File: src/rtl/mano_control_unit.sv
// Sequencer and register file for the 8-bit basic computer: fetches from the
// 16x8 MEMORY block, resolves indirect addresses and executes instructions.
module mano_control_unit (
    input  logic       CLK,
    input  logic       RST,
    input  logic       START,
    output logic       mem_read,
    output logic       mem_write,
    output logic [3:0] mem_addr,
    output logic [7:0] mem_wdata,
    input  logic [7:0] mem_rdata,
    output logic [7:0] AC_OUT,
    output logic       E_OUT,
    output logic [3:0] PC_OUT,
    output logic [7:0] IR_OUT,
    output logic       BUSY,
    output logic       HALTED
);

    typedef enum logic [2:0] {
        S_IDLE,
        S_FETCH_AR,
        S_FETCH_IR,
        S_DECODE,
        S_INDIRECT,
        S_OPERAND,
        S_EXECUTE,
        S_HALT
    } state_t;

    localparam logic [2:0] OP_AND = 3'b000;
    localparam logic [2:0] OP_ADD = 3'b001;
    localparam logic [2:0] OP_LDA = 3'b010;
    localparam logic [2:0] OP_BUN = 3'b100;
    localparam logic [2:0] OP_REG = 3'b111;

    state_t     state_q, state_d;
    logic [3:0] pc_q, pc_d;
    logic [3:0] ar_q, ar_d;
    logic [7:0] ir_q, ir_d;
    logic [7:0] dr_q, dr_d;
    logic [7:0] ac_q, ac_d;
    logic       e_q, e_d;

    logic       ir_i;
    logic [2:0] ir_op;
    logic       is_mem_ref;
    logic [8:0] add_sum;
    logic [7:0] rr_ac;

    assign ir_i       = ir_q[7];
    assign ir_op      = ir_q[6:4];
    assign is_mem_ref = (ir_op == OP_AND) || (ir_op == OP_ADD) ||
                        (ir_op == OP_LDA) || (ir_op == OP_BUN);
    assign add_sum    = {1'b0, ac_q} + {1'b0, dr_q};

    // Register-reference micro-ops chain CLA -> CMA -> INC within one cycle.
    always_comb begin
        rr_ac = ac_q;
        if (ir_q[3]) rr_ac = 8'h00;
        if (ir_q[2]) rr_ac = ~rr_ac;
        if (ir_q[1]) rr_ac = rr_ac + 8'd1;
    end

    always_comb begin
        state_d  = state_q;
        pc_d     = pc_q;
        ar_d     = ar_q;
        ir_d     = ir_q;
        dr_d     = dr_q;
        ac_d     = ac_q;
        e_d      = e_q;
        mem_read = 1'b0;
        case (state_q)
            S_IDLE: begin
                if (START) state_d = S_FETCH_AR;
            end
            S_FETCH_AR: begin
                ar_d    = pc_q;
                state_d = S_FETCH_IR;
            end
            S_FETCH_IR: begin
                mem_read = 1'b1;
                ir_d     = mem_rdata;
                pc_d     = pc_q + 4'd1;
                state_d  = S_DECODE;
            end
            S_DECODE: begin
                ar_d = ir_q[3:0];
                if (ir_op == OP_REG && !ir_i) begin
                    ac_d    = rr_ac;
                    state_d = ir_q[0] ? S_HALT : S_FETCH_AR;
                end else if (is_mem_ref) begin
                    if (ir_i)                 state_d = S_INDIRECT;
                    else if (ir_op == OP_BUN) state_d = S_EXECUTE;
                    else                      state_d = S_OPERAND;
                end else begin
                    state_d = S_FETCH_AR;
                end
            end
            S_INDIRECT: begin
                mem_read = 1'b1;
                ar_d     = mem_rdata[3:0];
                state_d  = (ir_op == OP_BUN) ? S_EXECUTE : S_OPERAND;
            end
            S_OPERAND: begin
                mem_read = 1'b1;
                dr_d     = mem_rdata;
                state_d  = S_EXECUTE;
            end
            S_EXECUTE: begin
                case (ir_op)
                    OP_AND:  ac_d = ac_q & dr_q;
                    OP_ADD:  {e_d, ac_d} = add_sum;
                    OP_LDA:  ac_d = dr_q;
                    OP_BUN:  pc_d = ar_q;
                    default: ;
                endcase
                state_d = S_FETCH_AR;
            end
            S_HALT: begin
                if (START) state_d = S_FETCH_AR;
            end
            default: state_d = S_IDLE;
        endcase
    end

    always_ff @(posedge CLK or posedge RST) begin
        if (RST) begin
            state_q <= S_IDLE;
            pc_q    <= 4'h0;
            ar_q    <= 4'h0;
            ir_q    <= 8'h00;
            dr_q    <= 8'h00;
            ac_q    <= 8'h00;
            e_q     <= 1'b0;
        end else begin
            state_q <= state_d;
            pc_q    <= pc_d;
            ar_q    <= ar_d;
            ir_q    <= ir_d;
            dr_q    <= dr_d;
            ac_q    <= ac_d;
            e_q     <= e_d;
        end
    end

    // Store path is wired but unused until a store instruction exists.
    assign mem_write = 1'b0;
    assign mem_addr  = ar_q;
    assign mem_wdata = ac_q;
    assign AC_OUT    = ac_q;
    assign E_OUT     = e_q;
    assign PC_OUT    = pc_q;
    assign IR_OUT    = ir_q;
    assign BUSY      = (state_q != S_IDLE) && (state_q != S_HALT);
    assign HALTED    = (state_q == S_HALT);

endmodule

File: config.mk
export PLATFORM = sky130hd
export DESIGN_NAME = mano_control_unit
export DESIGN_NICKNAME = d
export VERILOG_FILES = /design/src/rtl/mano_control_unit.sv
export SDC_FILE = /design/constraint.sdc
export NUM_CORES = 1
export LEC_CHECK = 0
export CORE_MARGIN = 5
export CORE_UTILIZATION = 54
export CTS_BUF_LIST = sky130_fd_sc_hd__clkbuf_16
export DETAILED_ROUTE_END_ITERATION = 7
export GPL_ROUTABILITY_DRIVEN = 0
export HOLD_SLACK_MARGIN = 0.12
export PLACE_DENSITY = 0.82
export REMOVE_ABC_BUFFERS = 1
export SLEW_MARGIN = 15
export SYNTH_ARGS = -nofsm -noshare
export SYNTH_HDL_FRONTEND = slang
export SYNTH_SLANG_ARGS = --single-unit
export TNS_END_PERCENT = 30
File: constraint.sdc
create_clock -name CLK -period 2.6 [get_ports CLK]
set_clock_uncertainty 0.15 [all_clocks]
set_input_delay 0.52 -clock CLK [delete_from_list [all_inputs] [get_ports CLK]]
set_output_delay 0.52 -clock CLK [all_outputs]
set_load 0.005 [all_outputs]
==> summary.txt, run 1 <==
Outcome
  • Status: finished clean

Logic synthesis
  • Yosys warnings: 0
  • Sequential-to-total area share from yosys stat: 0.305
  • Synthesized cell area: 2950 µm²
  • Ys async rst share: 1.00
  • Synthesized flop and latch total: 36
  • Mapped Avg Cell Area: 8.65 µm²
  • Simple-gate share of the synthesized area: 0.196
  • Largest family of logic cells by synthesized area: compound AO/OA/AOI/OAI gates
  • EDFF count, synth: 0
  • Synth Flop Type: dfrtp_1
  • Synth unique cells: 63
  • Xor/xnor share of the synthesized area: 0.0416
  • Multiplexer share of the synthesized area: 0.0670
  • Area share of fa/ha/maj cells after synthesis: 0.0492
  • Post-Syn Instances: 341
  • Synth Area in Compound Gates: 0.263

Hold path
  • Hold Path End: mem_addr[0]
  • Hold path start: mem_addr[0]
  • Hold Crit Depth: 2
  • Hold Crit Class: register to register

Setup path
  • Reg-to-reg endpoint: AC_OUT[6]
  • Slowest CP cell: clkdlybuf4s50_1
  • Startpoint types: register
  • Worst setup EP type: output pin
  • WP buf/inv: 2
  • Cell depth of the worst setup path: 4
  • Cell breakdown of the critical path: buf_4 -> and3_1 -> a21oi_1 -> clkdlybuf4s50_1
  • CP max FO: 14
  • RR Startpoint: dr_q[0]
  • Flop-to-flop setup slack: between 200 and 300 ps
  • Crit path DAT: 1800 ps
  • WS Path Type: register to output pin
  • Max incr delay on CP: 520 ps
  • CP top delay family: buffers and inverters
  • Crit path required time: 1930 ps
  • R2R depth: 8

Floorplan
  • Starting Density: 0.546
  • Die span in y: 83.9 µm
  • Rows: 27
  • IO Count: 48
  • Die area: 7040 µm²
  • Die Width: 83.9 µm
  • Core area: 5410 µm²

Clocking
  • Num CTS Buffers: 5
  • Latest clock arrival within the worst-skew pair: 280 ps
  • Max clock buf depth: 2
  • CTS clock-pin slew for the worst setup and hold paths: 50 ps
  • Clock sinks: 36
  • H-tree Lvls: 2
  • Clk root buf: clkbuf_16
  • Postcts setup bufs: 0
  • CTS tree: done

Layout
  • FF+latch area: 903 µm²
  • # diodes: 0
  • Nets: 399
  • Fill cells: between 400 and 500
  • Multi-input logic area: 1820 µm²
  • Fraction of layout cells with a size suffix above 1: 0.122
  • Area delta synth->final: 23.1%

Global route
  • Global-route wire length before repair: ~13000 µm
  • Overall Global Routing Usage: 0.223
  • Grt total ovfl: 0
  • Antenna violations before repair: 0
  • Number of global-route vias before repair: 2658
  • Largest net degree at the start of global routing: 37

Detailed routing
  • Wire per inst: 17.2 µm
  • Via count: between 2k and 3k
  • DRC viols: 0
  • Final wirelength: approximately 7700 µm
  • DRT iter0 DRCs: 241
  • First-pass DRT Iterations: 4
  • Routed Antenna Nets: 0
  • Via density: 6.03

STA
  • Setup TNS Final: 0 ps
  • Final min period: 2470 ps
  • Unrepaired setup endpoints after global routing: false
  • Final Hold Viols: 0
  • Max Fclk: 405 MHz
  • Period utilization: 0.949
  • Fin. max-slew vios: 0
  • Setup Viol. Count Final: 0
  • Final setup margin: 132 ps

Placed design
  • Post-DP HPWL: 5660 µm
  • Placement Setup Slack: 300 ps
  • IO Port Bufs: 46

Power and ir drop
  • LEAKAGE: around 0.0015 µW
  • Max IR drop VDD: 0.000854 V
  • Pwr per Cell Area: approximately 1500 nW/µm²

Flow run
  • Max Cap Viol: 0
-- cells in the mapped netlist (2+ instances only) --
cell type	count	area (µm²)
a21oi_1	26	130
clkbuf_1	6	22.5
and3_1	3	18.8
buf_2	10	50.1
o21ai_0	20	100
and3b_1	2	17.5
o21ba_2	2	20.0
a211oi_1	11	82.6
nand3b_1	2	15.0
inv_1	13	48.8
mux2_2	13	146
mux2i_1	4	40.0
ha_1	10	125
and2_1	2	12.5
nor2b_1	12	75.1
nor3b_1	2	15.0
nor3_1	2	10.0
o211ai_1	3	22.5
buf_6	2	22.5
o21ai_1	5	25.0
a21o_1	6	45.0
o21a_1	2	15.0
o221ai_1	5	43.8
o311ai_0	2	17.5
dfrtp_1	36	901
nand2b_1	13	81.3
nand3_1	7	35.0
nor2_1	24	90.1
nor4_1	2	12.5
a32o_1	3	30.0
o21bai_1	3	22.5
o32ai_1	3	26.3
buf_4	11	82.6
xnor2_1	14	123
nand2_1	30	113
a32oi_1	3	26.3
-- power by group --
group          internal, µW  switching (µW)  total (µW)
registers               846             486        1330
logic                  1680            1640        3320
clock network           647             238         885
-- per-stage QoR --
step | cell area [µm²] | std cells | util | hold slack, ps | power, µW
final | 3630 | 450 | 0.672 | 363 | 5540
after global routing | 3630 | 450 | 0.672 | 412 | 5980
after CTS | 3630 | 450 | 0.671 | 372 | 5540
after detailed placement | 3410 | 442 | 0.631 | 356 | 4610
after global placement | 3410 | 442 | 0.631 | 352 | 4510
after floorplan | 2770 | 312 | - | 344 | 3360
-- worst max-delay path by stage --
| stage | startpoint | to | slack, ps |
|---|---|---|---|
| after CTS | state_q[2] | BUSY | 10 |
| after global routing | state_q[0] | BUSY | 20 |
| after floorplan | AC_OUT[0] | AC_OUT[6] | 340 |
| final | state_q[0] | BUSY | 130 |
| after global placement | dr_q[0] | AC_OUT[6] | 370 |
| after detailed placement | dr_q[0] | AC_OUT[6] | 300 |
-- logic make-up (layout without fill, tap and decap cells) --
group | Yosys count | after routing
compound gates | 109 | 109
xor+xnor | 14 | 14
fa+ha+maj | 11 | 11
buf+inv | 42 | 79
flops | 36 | 36
mux | 18 | 18
other cells | 1 | 1
simple gates | 110 | 110
-- final cells by class --
cell class,count,share of cell area
multi-input cells,263,0.502
inverters,13,0.0134
repair buffers,58,0.152
flip-flops and latches,36,0.249
well taps,72,0.0248
clock buffers,5,0.0345
clock inverters,3,0.0248
-- metal layers --
metal | share of wire | up-vias | track usage
li1 | - | 1303 | -
met1 | 0.42 | 1297 | 0.295
met2 | 0.50 | 101 | 0.369
met3 | 0.068 | 11 | 0.0415
met4 | 0.016 | 0 | 0.0716
met5 | 0 | - | 0
-- placed cells by master, fill, tap and decap left out, types with 2 or more instances in the layout --
cell and instances:
nor2b_1 12, a32o_1 3, ha_1 10, mux2i_1 4, and3_1 3, nand2b_1 13, nand2_1 30, dfrtp_1 34
clkdlybuf4s50_1 46, o21bai_1 3, nor2_1 24, a32oi_1 3, a21o_1 6, o21ba_2 2, o311ai_0 2, o21a_1 2
nor3b_1 2, nand3_1 7, o32ai_1 3, a211oi_1 11, nand3b_1 2, inv_1 13, clkbuf_16 5, nor4_1 2
dfrtp_2 2, mux2_2 13, o211ai_1 3, bufinv_16 3, o221ai_1 5, xnor2_1 14, nor3_1 2, buf_4 12
o21ai_0 20, o21ai_1 5, and2_1 2, and3b_1 2, a21oi_1 26
-- repair_timing --
item	CTS	global route
gates resized for setup	0	2
hold buffers	0	0
setup endpoints to repair	0	2
-- tightest hold or removal path, stage by stage (launching register included) --
cell and delay, ps:
dfrtp_1 360, nand2_1 50, o21ai_0 60
-- sequential cells by signal, summed over array words and instances (netlist names) --
| name | count |
|---|---|
| AC_OUT | 8 |
| PC_OUT | 4 |
| state_q | 3 |
| mem_addr | 4 |
| IR_OUT | 8 |
| E_OUT | 1 |
| dr_q | 8 |
(Power assumes the default switching activity.)
==> inputs of run 2 (changes only) <==
Settings changed: CORE_UTILIZATION 54 to 45, PLACE_DENSITY 0.82 to 0.7.
==> summary.txt, run 2 (synthesis gave the netlist of run 1 again) <==
Outcome
  • Status: finished clean

Clocking
  • Clock sinks: 36
  • Latest clock arrival within the worst-skew pair: 280 ps
  • Num CTS Buffers: 5
  • Max clock buf depth: 2
  • Resize count post-CTS: 0
  • H-tree Lvls: 2
  • CTS clock-pin slew for the worst setup and hold paths: 60 ps
  • Postcts setup bufs: 0
  • Clk root buf: clkbuf_16
  • Hold buffers post-CTS: 0
  • CTS tree: done

Placed design
  • Post-DP HPWL: ~6100 µm
  • IO Port Bufs: 46

Power and ir drop
  • LEAKAGE: about 0.0015 µW
  • Pwr per Cell Area: 1500 nW/µm²
  • Max IR drop VDD: 0.000783 V

Global route
  • M1 GR Usage: 0.252
  • Overall Global Routing Usage: 0.196
  • Global-route wire length before repair: 13600 µm
  • Met2 usage: 0.334
  • Number of global-route vias before repair: between 2k and 3k
  • Most used routing layer: met2
  • Met3 Use GR: 0.0331
  • Antenna violations before repair: 0
  • Largest net degree at the start of global routing: 37
  • Grt total ovfl: 0

Setup path
  • RR Startpoint: dr_q[0]
  • Worst setup EP type: output pin
  • WS Path Type: register to output pin
  • Crit path from: state_q[2]
  • Startpoint types: register
  • Crit path DAT: around 1800 ps
  • CP max FO: 18
  • Crit path required time: 1930 ps
  • Reg-to-reg endpoint: AC_OUT[6]
  • R2R depth: 8
  • Flop-to-flop setup slack: 220 ps

Detailed routing
  • First-pass DRT Iterations: 4
  • Via count: 2725
  • Via density: just under 6
  • Wire per inst: between 15 and 20 µm
  • Final wirelength: 8040 µm
  • DRT iter0 DRCs: approximately 260
  • DRC viols: 0
  • Routed Antenna Nets: 0

Floorplan
  • Starting Density: 0.464
  • Die Width: 91.0 µm
  • Die span in y: roughly 91 µm
  • Core area: 6350 µm²
  • IO Count: 48
  • Rows: 29
  • Die area: 8270 µm²

STA
  • Final min period: 2480 ps
  • WHS: between 300 and 400 ps
  • Setup Viol. Count Final: 0
  • Max Fclk: 403 MHz
  • Period utilization: 0.955
  • Slew margin rel.: 0.647
  • Setup TNS Final: 0 ps
  • Final Hold Viols: 0
  • Fin. max-slew vios: 0
  • Unrepaired setup endpoints after global routing: false
  • Worst slew pin tran: 530 ps

Hold path
  • Hold Path End: mem_addr[1]
  • Hold Crit Depth: 2
  • Hold path start: mem_addr[1]
  • Hold Crit Class: register to register

Layout
  • Nets: 403
  • # diodes: 0
  • Leading cell type in the layout, fill and taps excluded: clkdlybuf4s50_1
  • Leading cell types in the layout, fill and taps excluded: clkdlybuf4s50_1, dfrtp_1, nand2_1, a21oi_1, nor2_1
  • Fraction of layout cells with a size suffix above 1: 0.126
  • Area delta synth->final: 22.6%

Flow run
  • Max Cap Viol: 0
-- run 2: power breakdown --
group / switching [µW] / internal (µW)
clock: 240 / 450
combinational: 1680 / 1720
sequential: 485 / 843
-- run 2: worst max-delay path by stage --
| stage | cells after the start | end |
|---|---|---|
| CTS | 3 | mem_read |
| floorplan | 8 | AC_OUT[6] |
| global route | 3 | mem_read |
| detailed placement | 8 | AC_OUT[6] |
| finish | 3 | mem_read |
| global placement | 8 | AC_OUT[6] |
-- run 2: worst max-delay path: stages (launching register included) --
cell	delay [ps]
dfrtp_1	670
nand2b_1	200
o21ai_0	130
clkdlybuf4s50_1	530
-- run 2: per-stage QoR --
step           std cells  total power [µW]   util  cell area, µm²  setup slack [ps]
3_3_place_gp         451              4580  0.543            3450               337
5_1_grt              459              5870  0.569            3620              3.52
3_5_place_dp         451              4690  0.543            3450               261
2_1_floorplan        312              3360      -            2770               335
6_report             459              5420  0.569            3620               118
4_1_cts              459              5430  0.569            3620               117
-- run 2: layer usage --
metal | share of wire | up-vias
li1 | - | 1320
met1 | 0.43 | 1302
met2 | 0.49 | 88
met3 | 0.056 | 15
met4 | 0.024 | 0
met5 | 0 | -
-- run 2: final cells by class --
class	instances	area, µm²
Clock buffer	5	125
Clock inverter	3	42.5
Fill cell	574	2730
Inverter	13	48.8
Multi-Input combinational cell	263	1820
Sequential cell	36	901
Tap cell	77	96.3
Timing Repair Buffer	62	581
